**config.mk**
```make
export PLATFORM = sky130hd
export DESIGN_NAME = mdio_master
export DESIGN_NICKNAME = d
export VERILOG_FILES = /design/src/rtl/mdio_master.sv
export SDC_FILE = /design/constraint.sdc
export NUM_CORES = 1
export LEC_CHECK = 0
export ABC_CLOCK_PERIOD_IN_PS = 2100
export CORE_MARGIN = 1.5
export CORE_UTILIZATION = 40
export CTS_CLUSTER_SIZE = 8
export DETAILED_ROUTE_END_ITERATION = 10
export PLACE_DENSITY = 0.68
export SYNTH_ARGS = -nofsm -noshare
export SYNTH_HDL_FRONTEND = slang
export SYNTH_SLANG_ARGS = --single-unit
```
**constraint.sdc**
```tcl
create_clock -name clk -period 2.1 [get_ports clk]
set_input_delay 0.21 -clock clk [delete_from_list [all_inputs] [get_ports clk]]
set_output_delay 0.21 -clock clk [all_outputs]
set_load 0.1 [all_outputs]
```
**src/rtl/mdio_master.sv**
```systemverilog
`default_nettype none
// ============================================================================
// Module      : mdio_master
// Description : Single-clock Clause 22 MDIO management master. Accepts
//               read/write commands on a valid/ready interface, serialises
//               the frame on MDC/MDIO and returns a one-cycle response pulse
//               carrying read data and the turnaround error flag.
//               Optional feature macro: MDIO_PRE_SUPPRESS_EN (adds the
//               cfg_pre_skip input that drops the 32-bit preamble).
// Revision    : 1.0 - initial release
// ============================================================================
module mdio_master #(
    parameter int CLK_DIV = 10
) (
    input  logic        clk,
    input  logic        rstn,
    input  logic        cmd_valid,
    output logic        cmd_ready,
    input  logic        cmd_rd,
    input  logic [4:0]  cmd_phyad,
    input  logic [4:0]  cmd_regad,
    input  logic [15:0] cmd_wdata,
    output logic        rsp_valid,
    output logic [15:0] rsp_rdata,
    output logic        rsp_ta_err,
    output logic        busy,
    output logic        mdc,
    output logic        mdio_out,
    output logic        mdio_oe,
`ifdef MDIO_PRE_SUPPRESS_EN
    input  logic        cfg_pre_skip,
`endif
    input  logic        mdio_in
);

    localparam logic [2:0] c_st_idle = 3'd0;
    localparam logic [2:0] c_st_pre  = 3'd1;
    localparam logic [2:0] c_st_hdr  = 3'd2;
    localparam logic [2:0] c_st_ta   = 3'd3;
    localparam logic [2:0] c_st_data = 3'd4;
    localparam logic [2:0] c_st_done = 3'd5;

    localparam logic [7:0] c_div_reload = 8'(CLK_DIV - 1);

    logic [2:0]  r_state;
    logic [4:0]  r_bit_cnt;
    logic [7:0]  r_div_cnt;
    logic        r_mdc;
    logic        r_mdio_out;
    logic        r_mdio_oe;
    logic        r_rd;
    logic [31:0] r_tx;
    logic [15:0] r_rx;
    logic        r_ta_bad;
    logic [15:0] r_rdata;
    logic        r_ta_err;

    logic        w_pre_skip;
    logic [31:0] w_frame;
    logic        w_tick;
    logic [2:0]  w_nxt_state;
    logic [4:0]  w_nxt_cnt;

`ifdef MDIO_PRE_SUPPRESS_EN
    assign w_pre_skip = cfg_pre_skip;
`else
    assign w_pre_skip = 1'b0;
`endif

    // Everything after the preamble as one word; read TA/DATA slots are
    // placeholders since the pad is released for those bits.
    assign w_frame = {2'b01,
                      cmd_rd ? 2'b10 : 2'b01,
                      cmd_phyad,
                      cmd_regad,
                      cmd_rd ? 2'b11 : 2'b10,
                      cmd_rd ? 16'hFFFF : cmd_wdata};

    assign w_tick = (r_div_cnt == 8'd0);

    // Field sequencing: next state and bit count at the end of the current bit
    always_comb begin
        w_nxt_state = r_state;
        w_nxt_cnt   = r_bit_cnt - 5'd1;
        if (r_bit_cnt == 5'd0) begin
            case (r_state)
                c_st_pre: begin w_nxt_state = c_st_hdr;  w_nxt_cnt = 5'd13; end
                c_st_hdr: begin w_nxt_state = c_st_ta;   w_nxt_cnt = 5'd1;  end
                c_st_ta:  begin w_nxt_state = c_st_data; w_nxt_cnt = 5'd15; end
                default:  begin w_nxt_state = c_st_done; w_nxt_cnt = 5'd0;  end
            endcase
        end
    end

    // Frame engine: MDC divider, bit shifting, input sampling and response capture
    always_ff @(posedge clk or negedge rstn) begin
        if (!rstn) begin
            r_state    <= c_st_idle;
            r_bit_cnt  <= 5'd0;
            r_div_cnt  <= 8'd0;
            r_mdc      <= 1'b0;
            r_mdio_out <= 1'b1;
            r_mdio_oe  <= 1'b0;
            r_rd       <= 1'b0;
            r_tx       <= 32'd0;
            r_rx       <= 16'd0;
            r_ta_bad   <= 1'b0;
            r_rdata    <= 16'd0;
            r_ta_err   <= 1'b0;
        end else begin
            case (r_state)
                c_st_idle: begin
                    if (cmd_valid) begin
                        r_rd      <= cmd_rd;
                        r_div_cnt <= c_div_reload;
                        r_mdc     <= 1'b0;
                        r_mdio_oe <= 1'b1;
                        if (w_pre_skip) begin
                            r_state    <= c_st_hdr;
                            r_bit_cnt  <= 5'd13;
                            r_mdio_out <= w_frame[31];
                            r_tx       <= {w_frame[30:0], 1'b1};
                        end else begin
                            r_state    <= c_st_pre;
                            r_bit_cnt  <= 5'd31;
                            r_mdio_out <= 1'b1;
                            r_tx       <= w_frame;
                        end
                    end
                end
                c_st_pre, c_st_hdr, c_st_ta, c_st_data: begin
                    if (!w_tick) begin
                        r_div_cnt <= r_div_cnt - 8'd1;
                    end else begin
                        r_div_cnt <= c_div_reload;
                        if (!r_mdc) begin
                            // Rising MDC: sample the PHY
                            r_mdc <= 1'b1;
                            if (r_state == c_st_ta && r_bit_cnt == 5'd0)
                                r_ta_bad <= mdio_in;
                            if (r_state == c_st_data)
                                r_rx <= {r_rx[14:0], mdio_in};
                        end else begin
                            // Falling MDC: start of the next bit
                            r_mdc     <= 1'b0;
                            r_state   <= w_nxt_state;
                            r_bit_cnt <= w_nxt_cnt;
                            if (w_nxt_state == c_st_done) begin
                                r_mdio_oe  <= 1'b0;
                                r_mdio_out <= 1'b1;
                                r_rdata    <= r_rd ? r_rx : 16'd0;
                                r_ta_err   <= r_rd & r_ta_bad;
                            end else if (w_nxt_state == c_st_pre) begin
                                r_mdio_out <= 1'b1;
                            end else begin
                                r_mdio_out <= r_tx[31];
                                r_tx       <= {r_tx[30:0], 1'b1};
                                r_mdio_oe  <= !(r_rd && (w_nxt_state == c_st_ta ||
                                                         w_nxt_state == c_st_data));
                            end
                        end
                    end
                end
                c_st_done: r_state <= c_st_idle;
                default:   r_state <= c_st_idle;
            endcase
        end
    end

    assign cmd_ready  = (r_state == c_st_idle);
    assign busy       = (r_state != c_st_idle);
    assign rsp_valid  = (r_state == c_st_done);
    assign rsp_rdata  = r_rdata;
    assign rsp_ta_err = r_ta_err;
    assign mdc        = r_mdc;
    assign mdio_out   = r_mdio_out;
    assign mdio_oe    = r_mdio_oe;

endmodule
`default_nettype wire

```
==> reports/results.tsv, run 1 <==
metric	value	unit
total I/O pin count	54	
HPWL after DPL	6436	um
met3 WL	507	um
clock buffer depth	2	
Unique masters post-synth	52	
Synth-to-Final Area Change	29.67	%
drt wl/cell	15.35	um
#FFs+latches synth	86	
Die X	107	um
Post-Synthesis Cells	393	
worst skew pair latency	350	ps
drt pass-1 iters	4	
initial antenna violation count	0	
number of H-tree levels	3	
Die ar.	0.01145	mm2
Tot GR Track Use	0.1747	
Avg Synthesized Cell Area	11.01	um2
grt ovf	0	
Initial Util	0.4154	
Post-Syn Nets	428	
min-delay worst type	in -> async	
final setup vio count	0	
Least-Margin Pin Slew	637.2	ps
dpl ws	-51.77	ps
met2 wire length	4589	um
Critical Path Start Type	register	
Final nets	513	
normalized max-slew margin	0.5752	
largest fanout on the critical path	6	
Tmin final	2067	ps
M1 WL	4361	um
Via density	5.236	
uppermost layer routed	met4	
Synth Flop Type	dfrtp_1	
final core utilization	0.5386	
Sequential Area	0.002155	mm2
drt total wl	9503	um
clock-pin slew on the worst setup and hold paths	90	ps
number of enable flip-flop cells after synthesis	0	
FMAX	483.8	MHz
Post-Syn Area	0.004327	mm2
core area	0.01042	mm2
row cnt	37	
share of layout cells above drive strength 1	0.3478	
vias post-DR	3241	
Slew Viols, Final	0	
status	finished, final reports clean	
cell-by-cell trace of the critical path	inv_2 -> ha_4 -> or4b_4 -> nor2_4 -> and4b_4 -> clkbuf_16 -> mux2_4	
P_leak	0.002587	uW
total CTS buffers	9	
CTS Sinks	86	
PD cells	548.7	mW/mm2
Seq/Total Area, Yosys	0.4977	
Worst Skew	11.72	ps
CTS tree	yes	
post-route clock period utilization	0.9842	
Worst setup EP type	register	
final setup margin	33.12	ps
area of the multi-input gates	0.002043	mm2
final-layout fill cell count	902	
n_diodes	0	
crit path DAT	2310	ps
VDD IR-drop max	375.8	uV
PortBufs	53	
worst endpoint required time	2340	ps
total power draw	3078	uW
vias in the first global route	3291	
RSZ-0062 raised after global routing	yes	
placed insts	596	
total of max-cap violations	0	
starting DRC count in detailed routing	151	
final non-filler cell total	619	
Yosys warnings	0	
CP max stage cell	or4b_4	
worst hold margin	316.9	ps
largest net degree at the start of global routing	41	
kind of critical path	reg -> reg	
DRT antenna net count	0	
asr flop ratio synth	1.000	
first-pass GRT wire length	15810	um
Root Driver	clkbuf_8	
# DRC	0	
final RePlAce weighted congestion	0.8619	
chip height	107	um
final count of hold timing violations	0	
max incr delay on CP	500	ps
-- critical path, delay by kind of cell (launching register included) --
kind                       cells  cell delay [ps]
adders and majority gates      1              120
buffers and inverters          2              260
and+or+nand+nor                3              890
muxes                          1              290
DFF                            1              390
-- path summary, 6_finish.rpt --
path	start	depth (start not counted)	to	slack, ps
max	r_bit_cnt[1]	7	r_tx[12]	30
min	rstn	2	r_tx[3]	320
max reg2reg	r_bit_cnt[1]	7	r_tx[12]	30
min reg2reg	rsp_rdata[0]	2	rsp_rdata[0]	490
max in group asynchronous	rstn	3	rsp_rdata[7]	1160
min in group clk	rsp_rdata[0]	2	rsp_rdata[0]	490
-- cell usage after synthesis, types with 5 or more instances --
cell	n	share of area
dfrtp_1	85	0.49
nand2_1	41	0.036
mux2_2	33	0.086
nor2_1	33	0.029
o21ai_0	28	0.032
mux2_4	27	0.094
nand3_1	20	0.023
clkbuf_1	13	0.011
inv_1	11	0.0095
o21ai_1	8	0.0093
a21oi_1	7	0.0081
nand4_1	7	0.010
xor2_1	7	0.014
o211ai_1	6	0.010
buf_2	5	0.0058
-- flip-flops by register name (all words and copies together) (netlist names) --
name / flops
r_tx: 32
r_rx: 16
rsp_rdata: 16
r_div_cnt: 8
r_bit_cnt: 5
r_state: 3
mdc: 1
mdio_oe: 1
mdio_out: 1
r_rd: 1
r_ta_bad: 1
rsp_ta_err: 1
-- metal layers --
metal,track usage,up-vias
met5,0,-
met4,0.06667,0
met3,0.03830,4
met2,0.2807,73
met1,0.2307,1619
li1,-,1545
-- through the flow --
step	setup TNS (ps)	area, um2
floorplan	-675.6	4354
global placement	-302.9	5214
detailed placement	-1250	5214
CTS	0	5470
global route	-460.0	5610
finish	0	5610
-- timing repair --
action	4_1_cts	5_1_grt
endpoints found under the hold margin	27	0
hold buffers	1	0
gates resized for setup	4	16
buffers inserted	0	3
cloned	0	3
endpoints found under the setup margin	29	47
pin swaps	1	4
-- layout make-up --
type / count / share of cell area
flip-flops and latches: 86 / 0.3840
inverters: 12 / 0.01026
clock buffers: 10 / 0.02453
repair buffers: 99 / 0.1704
clock inverters: 6 / 0.01628
well taps: 136 / 0.03033
multi-input cells: 270 / 0.3642
-- where the power goes --
group	leakage (uW)	internal, uW	switching, uW	total [uW]
logic	0.00132	60.9	52.4	113
registers	0.00115	1650	0	1650
clock network	0.000117	711	600	1310
-- cells by family (layout without fill, tap and decap cells) --
| group | Yosys count | count (layout) | share of synthesized area |
|---|---|---|---|
| simple gates | 132 | 132 | 0.1538 |
| flops | 86 | 86 | 0.4977 |
| mux | 66 | 66 | 0.1940 |
| compound gates | 60 | 60 | 0.07924 |
| buf+inv | 37 | 127 | 0.04743 |
| xor+xnor | 8 | 8 | 0.01619 |
| fa+ha+maj | 4 | 4 | 0.01157 |
-- placed cells by master (no fill, tap or decap), types with 3 or more instances in the layout --
cell type        Yosys  routed
mux2_4              27      28
xor2_1               7       7
o21ai_0             28      28
mux2_2              33      33
nand3_1             20      20
buf_4                1      57
mux2i_1              4       4
a21oi_1              7       7
o211ai_1             6       6
nor4_1               4       3
nand4_1              7       7
clkdlybuf4s50_1      0      29
nand2_1             41      40
o21ai_1              8       8
buf_12               3       7
inv_1               11       7
dfrtp_1             85      84
inv_2                1       4
nor3_1               3       3
nor2_1              33      31
nand2b_1             4       4
clkbuf_8             0      10
Power figures use the tool's default switching activity.
==> inputs of run 2 (changes only) <==
--- a/config.mk
+++ b/config.mk
@@ -7,10 +7,10 @@
 export LEC_CHECK = 0
 export ABC_CLOCK_PERIOD_IN_PS = 2100
 export CORE_MARGIN = 1.5
-export CORE_UTILIZATION = 40
+export CORE_UTILIZATION = 50
 export CTS_CLUSTER_SIZE = 8
 export DETAILED_ROUTE_END_ITERATION = 10
-export PLACE_DENSITY = 0.68
+export PLACE_DENSITY = 0.81
 export SYNTH_ARGS = -nofsm -noshare
 export SYNTH_HDL_FRONTEND = slang
 export SYNTH_SLANG_ARGS = --single-unit
==> run 2 against run 1 <==
- wire length grew 4.9%
- clock power shrank 13%
- utilization grew 13 points
- non-clock buffer count grew 2
- register-to-register slack is essentially flat
- sequential share of layout area grew 0.26 points
- global-route usage grew 5.0 points
- power shrank 5.5%
- worst setup slack gained 5.9 ps
- count of clock-buffer cells in the layout is the same
- largest cell class unchanged
- critical endpoint unchanged
- highest routed layer unchanged
- cell area shrank 0.60%
==> reports/results.tsv, run 2 (synthesized netlist as in run 1, its figures left out) <==
metric	value	unit	change
CTS tree	yes		
min-delay worst type	in -> async		
combinational share of power	0.039		+0.002
Critical Path Start Type	register		
Tot GR Track Use	0.2243		+0.04953
Via density	5.542		+5.9%
largest fanout on the critical path	8		+2
most frequent cells in the layout	dfrtp_1 (83), buf_4 (59), nand2_1 (40), mux2_2 (33), nor2_1 (31)		
Synth-to-Final Area Change	28.89	%	
drt pass-1 iters	5		+1
share of layout cells above drive strength 1	0.3546		+0.006813
FMAX	485.2	MHz	+0.29%
Tmin final	2061	ps	-5.892 ps
total power draw	2910	uW	-5.5%
total CTS buffers	9		unchanged
Setup TNS	0	ps	unchanged
final count of hold timing violations	0		unchanged
grt ovf	0		unchanged
n_diodes	0		unchanged
CP max stage cell	dfrtp_1		
Root Driver	clkbuf_8		
worst endpoint required time	2370	ps	+30 ps
max reg flops	32		unchanged
max incr delay on CP	420	ps	-80 ps
final non-filler cell total	590		-4.7%
commonest non-fill, non-tap cell in the layout	dfrtp_1		
P_leak	0.002573	uW	-0.53%
PD cells	521.8	mW/mm2	-4.9%
first-pass GRT wire length	15750	um	-0.39%
CP top delay family	simple AND/OR/NAND/NOR gates		
normalized max-slew margin	0.5820		+0.006842
Clock power frac	0.392		-0.034
CP Buf/Inv Count	2		unchanged
largest register by flop count	r_tx		
drt total wl	9964	um	+4.9%
clock buffer depth	2		unchanged
Least-Margin Pin Slew	627.0	ps	-10.26 ps
VDD IR-drop max	362.7	uV	-3.5%
final core utilization	0.6719		+0.1333
vias post-DR	3270		+0.89%
worst skew pair latency	370	ps	+20 ps
switching fraction of total power	0.2447		+0.03284
number of H-tree levels	3		unchanged
Sequential Area	0.002156	mm2	about the same
status	finished, final reports clean		
starting DRC count in detailed routing	213		+41%
post-route cell area	0.005577	mm2	-0.60%
clock-pin slew on the worst setup and hold paths	100	ps	about the same
area of the multi-input gates	0.002056	mm2	+0.61%
Die ar.	0.009221	mm2	-19%
Worst setup EP type	register		
Final nets	515		+0.39%
# DRC	0		unchanged
Worst Skew	15.38	ps	+3.657 ps
placed insts	564		-5.4%
crit path DAT	2330	ps	+20 ps
row cnt	33		-11%
chip height	96.03	um	-10%
Initial Util	0.5213		+0.1060
Slew Viols, Final	0		unchanged
final setup vio count	0		unchanged
sw power	712.0	uW	+9.2%
kind of critical path	reg -> reg		
post-route clock period utilization	0.9814		-0.002806
Die X	96.03	um	-10%
Power Internal	2198	uW	-9.4%
final RePlAce weighted congestion	0.9410		+9.2%
Flop pwr share	0.569		+0.032
CTS Sinks	86		unchanged
drt wl/cell	16.89	um	+10%
total of max-cap violations	0		unchanged
initial antenna violation count	0		unchanged
total I/O pin count	54		unchanged
core area	0.008299	mm2	-20%
final-layout fill cell count	612		-32%
HPWL after DPL	6374	um	-0.97%
area post-placement	0.005167	mm2	-0.89%
vias in the first global route	3246		-1.4%
DRT antenna net count	0		unchanged
largest net degree at the start of global routing	40		-2.4%
PortBufs	53		unchanged
cell-by-cell trace of the critical path	inv_2 -> ha_4 -> nor4b_4 -> a311o_1 -> and4b_4 -> clkbuf_16 -> mux2_4		
## run 2: cell count changes in the layout (fill, tap and decap cells not counted), moves of 2 or more
cell | before | now
buf_16 | 0 | 2
buf_4 | 57 | 59
bufinv_16 | 2 | 0
clkinvlp_4 | 0 | 2
## run 2: repair_timing
action                                  CTS  global route
setup buffers                             0             6
endpoints found under the hold margin    22             0
hold buffers                              1             0
endpoints found under the setup margin   30            46
pin swaps                                 1             3
resized for setup                        11            13
gates cloned                              2             1
## run 2: layout make-up
cell class | instances | share of cell area
Clock buffer | 10 | 0.02468
Clock inverter | 6 | 0.009423
Inverter | 12 | 0.01032
Multi-Input combinational cell | 270 | 0.3686
Sequential cell | 86 | 0.3866
Tap cell | 105 | 0.02356
Timing Repair Buffer | 101 | 0.1768
## run 2: worst paths after layout
| kind | cells after the start | start | to | slack, ps |
|---|---|---|---|---|
| max in group asynchronous | 3 | rstn | r_tx[24] | 1180 |
| worst max-delay path | 7 | r_div_cnt[1] | r_tx[12] | 40 |
| worst max register to register | 7 | r_div_cnt[1] | r_tx[12] | 40 |
| worst min-delay path | 2 | rstn | r_tx[5] | 280 |
| worst min register to register | 2 | rsp_rdata[10] | rsp_rdata[10] | 500 |
| min in group clk | 2 | mdio_in | r_ta_bad | 490 |
## run 2: power by group through the flow
stage          Clock [uW]  Sequential, uW  Combinational [uW]
2_1_floorplan           0            1690                11.3
3_5_place_dp            0            1690                 115
3_3_place_gp            0            1690                 113
5_1_grt              1240            1650                 128
4_1_cts              1170            1650                 117
6_report             1140            1650                 114
## run 2: through the flow
stage	setup WS, ps	hold WS [ps]
2_1_floorplan	-25.46	-85.59
3_3_place_gp	-58.77	141.9
3_5_place_dp	-58.68	144.3
4_1_cts	2.338	291.8
5_1_grt	-15.35	328.9
6_report	39.01	284.3
## run 2: per-layer routing
metal	part of all wire	GRT usage	vias up	routed length (um)
li1	-	-	1560	-
met1	0.44	0.2957	1591	4425
met2	0.48	0.3662	105	4826
met3	0.059	0.06003	14	590
met4	0.012	0.05882	0	122
met5	0	0	-	0
==> inputs of run 3 (changes only) <==
--- a/config.mk
+++ b/config.mk
@@ -5,12 +5,14 @@
 export SDC_FILE = /design/constraint.sdc
 export NUM_CORES = 1
 export LEC_CHECK = 0
+export ABC_AREA = 1
 export ABC_CLOCK_PERIOD_IN_PS = 2100
 export CORE_MARGIN = 1.5
 export CORE_UTILIZATION = 50
 export CTS_CLUSTER_SIZE = 8
 export DETAILED_ROUTE_END_ITERATION = 10
 export PLACE_DENSITY = 0.81
+export SLEW_MARGIN = 5
 export SYNTH_ARGS = -nofsm -noshare
 export SYNTH_HDL_FRONTEND = slang
 export SYNTH_SLANG_ARGS = --single-unit
==> run 3 against run 2 <==
- sequential share of layout area increased by 3.4 points
- sequential power is essentially flat
- flip-flop and latch count unchanged
- via count up 14%
- area after synthesis about the same
- die area about the same
- power rose by 2.2%
- critical endpoint is now r_tx[15]
- final cell count increased by 22%
- count of clock-buffer cells in the layout unchanged
==> reports/results.tsv, run 3 <==
metric	value	unit	change
status	finished, final reports clean		
CTS tree	yes		
number of H-tree levels	3		unchanged
Post-Synth Adder-Cell Area	0.01156		about the same
DRT antenna net count	0		unchanged
starting DRC count in detailed routing	254		+19%
HPWL after DPL	6377	um	about the same
min-delay worst type	in -> async		
top-count cell post-synth	nand2_1		
mux cell area share after synthesis	0.002600		-0.1914
VDD IR-drop max	358.0	uV	-1.3%
max reg flops	32		unchanged
P_leak	0.002473	uW	-3.9%
Die X	96.07	um	about the same
RSZ-0062 raised after global routing	no		
critical path capture point	r_tx[15]		
Critical path origin	r_div_cnt[0]		
max incr delay on CP	400	ps	-20 ps
drt wl/cell	12.81	um	-24%
dpl ws	248.5	ps	+307.2 ps
switching fraction of total power	0.2262		-0.01848
reg2reg start	r_div_cnt[0]		
final RePlAce weighted congestion	0.9323		-0.92%
Post-Synth XOR/XNOR Area	0.006068		-0.01013
Synth Flop Type	dfrtp_1		
Worst Skew	11.84	ps	-3.541 ps
share of layout cells above drive strength 1	0.1305		-0.2241
CP Buf/Inv Count	2		unchanged
row cnt	33		unchanged
Unique masters post-synth	33		-37%
Slew Viols, Final	0		unchanged
worst endpoint required time	2400	ps	+30 ps
drt total wl	9194	um	-7.7%
final setup vio count	0		unchanged
kind of critical path	reg -> reg		
Avg Synthesized Cell Area	7.747	um2	-30%
sw power	672.9	uW	-5.5%
number of enable flip-flop cells after synthesis	0		unchanged
cell count along the critical path	9		+2
setup slack, reg-to-reg	190	ps	+150 ps
FMAX	524.5	MHz	+8.1%
largest fanout on the critical path	22		+14
total CTS buffers	9		unchanged
crit path DAT	2200	ps	-130 ps
initial antenna violation count	0		unchanged
Post-Syn Area	0.004330	mm2	about the same
Seq/Total Area, Yosys	0.4973		about the same
vias in the first global route	3621		+12%
Root Driver	clkbuf_8		
Setup TNS	0	ps	unchanged
cell-by-cell trace of the critical path	inv_1 -> ha_1 -> nand4_2 -> nand2_2 -> nand2_2 -> nor2_4 -> buf_4 -> nand3_1 -> nand2_1		
Post-Syn Nets	594		+39%
Final nets	643		+25%
Synth area leader	dfrtp_1		
clock-pin slew on the worst setup and hold paths	90	ps	about the same
asr flop ratio synth	1.000		unchanged
Worst setup EP type	register		
Synth area leaders	dfrtp_1 (49%), nand2_1 (18%), o21ai_0 (7.6%)		
Least-Margin Pin Slew	648.6	ps	+21.68 ps
final count of hold timing violations	0		unchanged
Tmin final	1907	ps	-154.4 ps
Flop pwr share	0.556		-0.013
first-pass GRT wire length	16030	um	+1.8%
Post-synth top cells	nand2_1 (210), dfrtp_1 (85), o21ai_0 (66)		
worst hold margin	340.7	ps	+56.42 ps
# DRC	0		unchanged
vias post-DR	3722		+14%
most used cell, CP	nand2_2		
n_diodes	0		unchanged
clock buffer depth	2		unchanged
CTS Sinks	86		unchanged
Power Internal	2302	uW	+4.7%
Initial Util	0.5218		about the same
worst skew pair latency	370	ps	about the same
largest net degree at the start of global routing	50		+25%
area post-placement	0.004906	mm2	-5.1%
Synth-to-Final Area Change	18.29	%	
largest register by flop count	r_tx		
Via density	5.184		-6.5%
total I/O pin count	54		unchanged
most frequent cells in the layout	nand2_1 (210), dfrtp_1 (85), o21ai_0 (66), nand3_1 (46), nor2_1 (33)		
combinational share of power	0.036		-0.003
core area	0.008299	mm2	unchanged
Yosys top cell area share	0.4912		about the same
post-CTS repair timing setup buffer count	0		unchanged
CP max stage cell	dfrtp_1		
largest family of logic cells by synthesized area	simple AND/OR/NAND/NOR gates		
final core utilization	0.6172		-0.05473
total of max-cap violations	0		unchanged
final-layout fill cell count	700		+14%
post-route cell area	0.005122	mm2	-8.1%
chip height	96.07	um	about the same
Clock power frac	0.408		+0.016
PortBufs	53		unchanged
Post-Synthesis Cells	559		+42%
Yosys warnings	0		unchanged
commonest non-fill, non-tap cell in the layout	nand2_1		
Tot GR Track Use	0.2243		about the same
compound-gate portion of the synthesized area	0.09650		+0.01727
#FFs+latches synth	86		unchanged
reg2reg end	r_tx[15]		
final setup margin	193.4	ps	+154.4 ps
drt pass-1 iters	4		-1
normalized max-slew margin	0.5662		-0.01581
post-route clock period utilization	0.9079		-0.07353
PD cells	580.7	mW/mm2	+11%
simple-gate share of the synthesized area	0.3172		+0.1634
worst r2r path cells	9		+2
Critical Path Start Type	register		
grt ovf	0		unchanged
Die ar.	0.009228	mm2	about the same
CP top delay family	simple AND/OR/NAND/NOR gates		
[run 3: cell count changes in the layout (fill, tap and decap cells not counted), moves of 5 or more]
cell,previous run,this run
o21ai_1,8,2
xor2_1,7,2
mux2_2,33,1
o211ai_1,6,0
nand3_1,20,46
nand2_1,40,210
buf_4,59,31
inv_1,7,32
o21ai_0,28,66
mux2_4,29,0
[run 3: cell type report]
type	instances	area, um2	share of cell area
sequential	86	2153	0.4204
multi-input combinational	407	1884	0.3679
inverter	40	153.9	0.03004
timing repair buffer	64	593.1	0.1158
clock buffer	10	137.6	0.02687
clock inverter	6	68.82	0.01343
tap	105	131.4	0.02565
[run 3: power by group through the flow]
stage | registers, uW | clock network [uW] | logic [uW]
floorplan | 1690 | 0 | 10.3
detailed placement | 1690 | 0 | 109
CTS | 1650 | 1240 | 111
finish | 1650 | 1210 | 107
global placement | 1690 | 0 | 108
global route | 1650 | 1300 | 119
[run 3: worst reg2reg max path: cells and delay by family (launching register included)]
family | cells | cell delay, ps
flip-flops | 1 | 400
AND/OR/NAND/NOR | 6 | 790
adder cells (fa/ha/maj) | 1 | 230
buffers and inverters | 2 | 410
[run 3: kinds of logic after synthesis]
group	after synthesis
compound gates	79
xor+xnor	3
buf+inv	66
mux	1
simple gates	320
flops	86
fa+ha+maj	4
[run 3: per-stage QoR]
stage,instances,total power [uW]
2_1_floorplan,559,1698
3_3_place_gp,701,1796
3_5_place_dp,701,1796
4_1_cts,718,3001
5_1_grt,718,3078
6_report,718,2974
[run 3: what timing repair did]
action / CTS / global route
endpoints found under the hold margin: 37 / 0
resized for setup: 0 / 0
hold buffers: 1 / 0
[run 3: worst min path at each step]
stage	slack, ps	end	from	cells past startpoint
after floorplan	-90	mdc	rstn	0
after global placement	210	rsp_ta_err	rstn	1
after detailed placement	210	rsp_ta_err	rstn	1
after CTS	360	rsp_ta_err	rstn	2
after global routing	400	rsp_ta_err	rstn	2
final	340	rsp_ta_err	rstn	2
[run 3: routing by layer]
layer,vias to the layer above,global-route usage,wire (um)
li1,1885,-,-
met1,1721,0.3002,4207
met2,99,0.3568,4374
met3,17,0.03002,399
met4,0,0.1127,213
met5,-,0,0
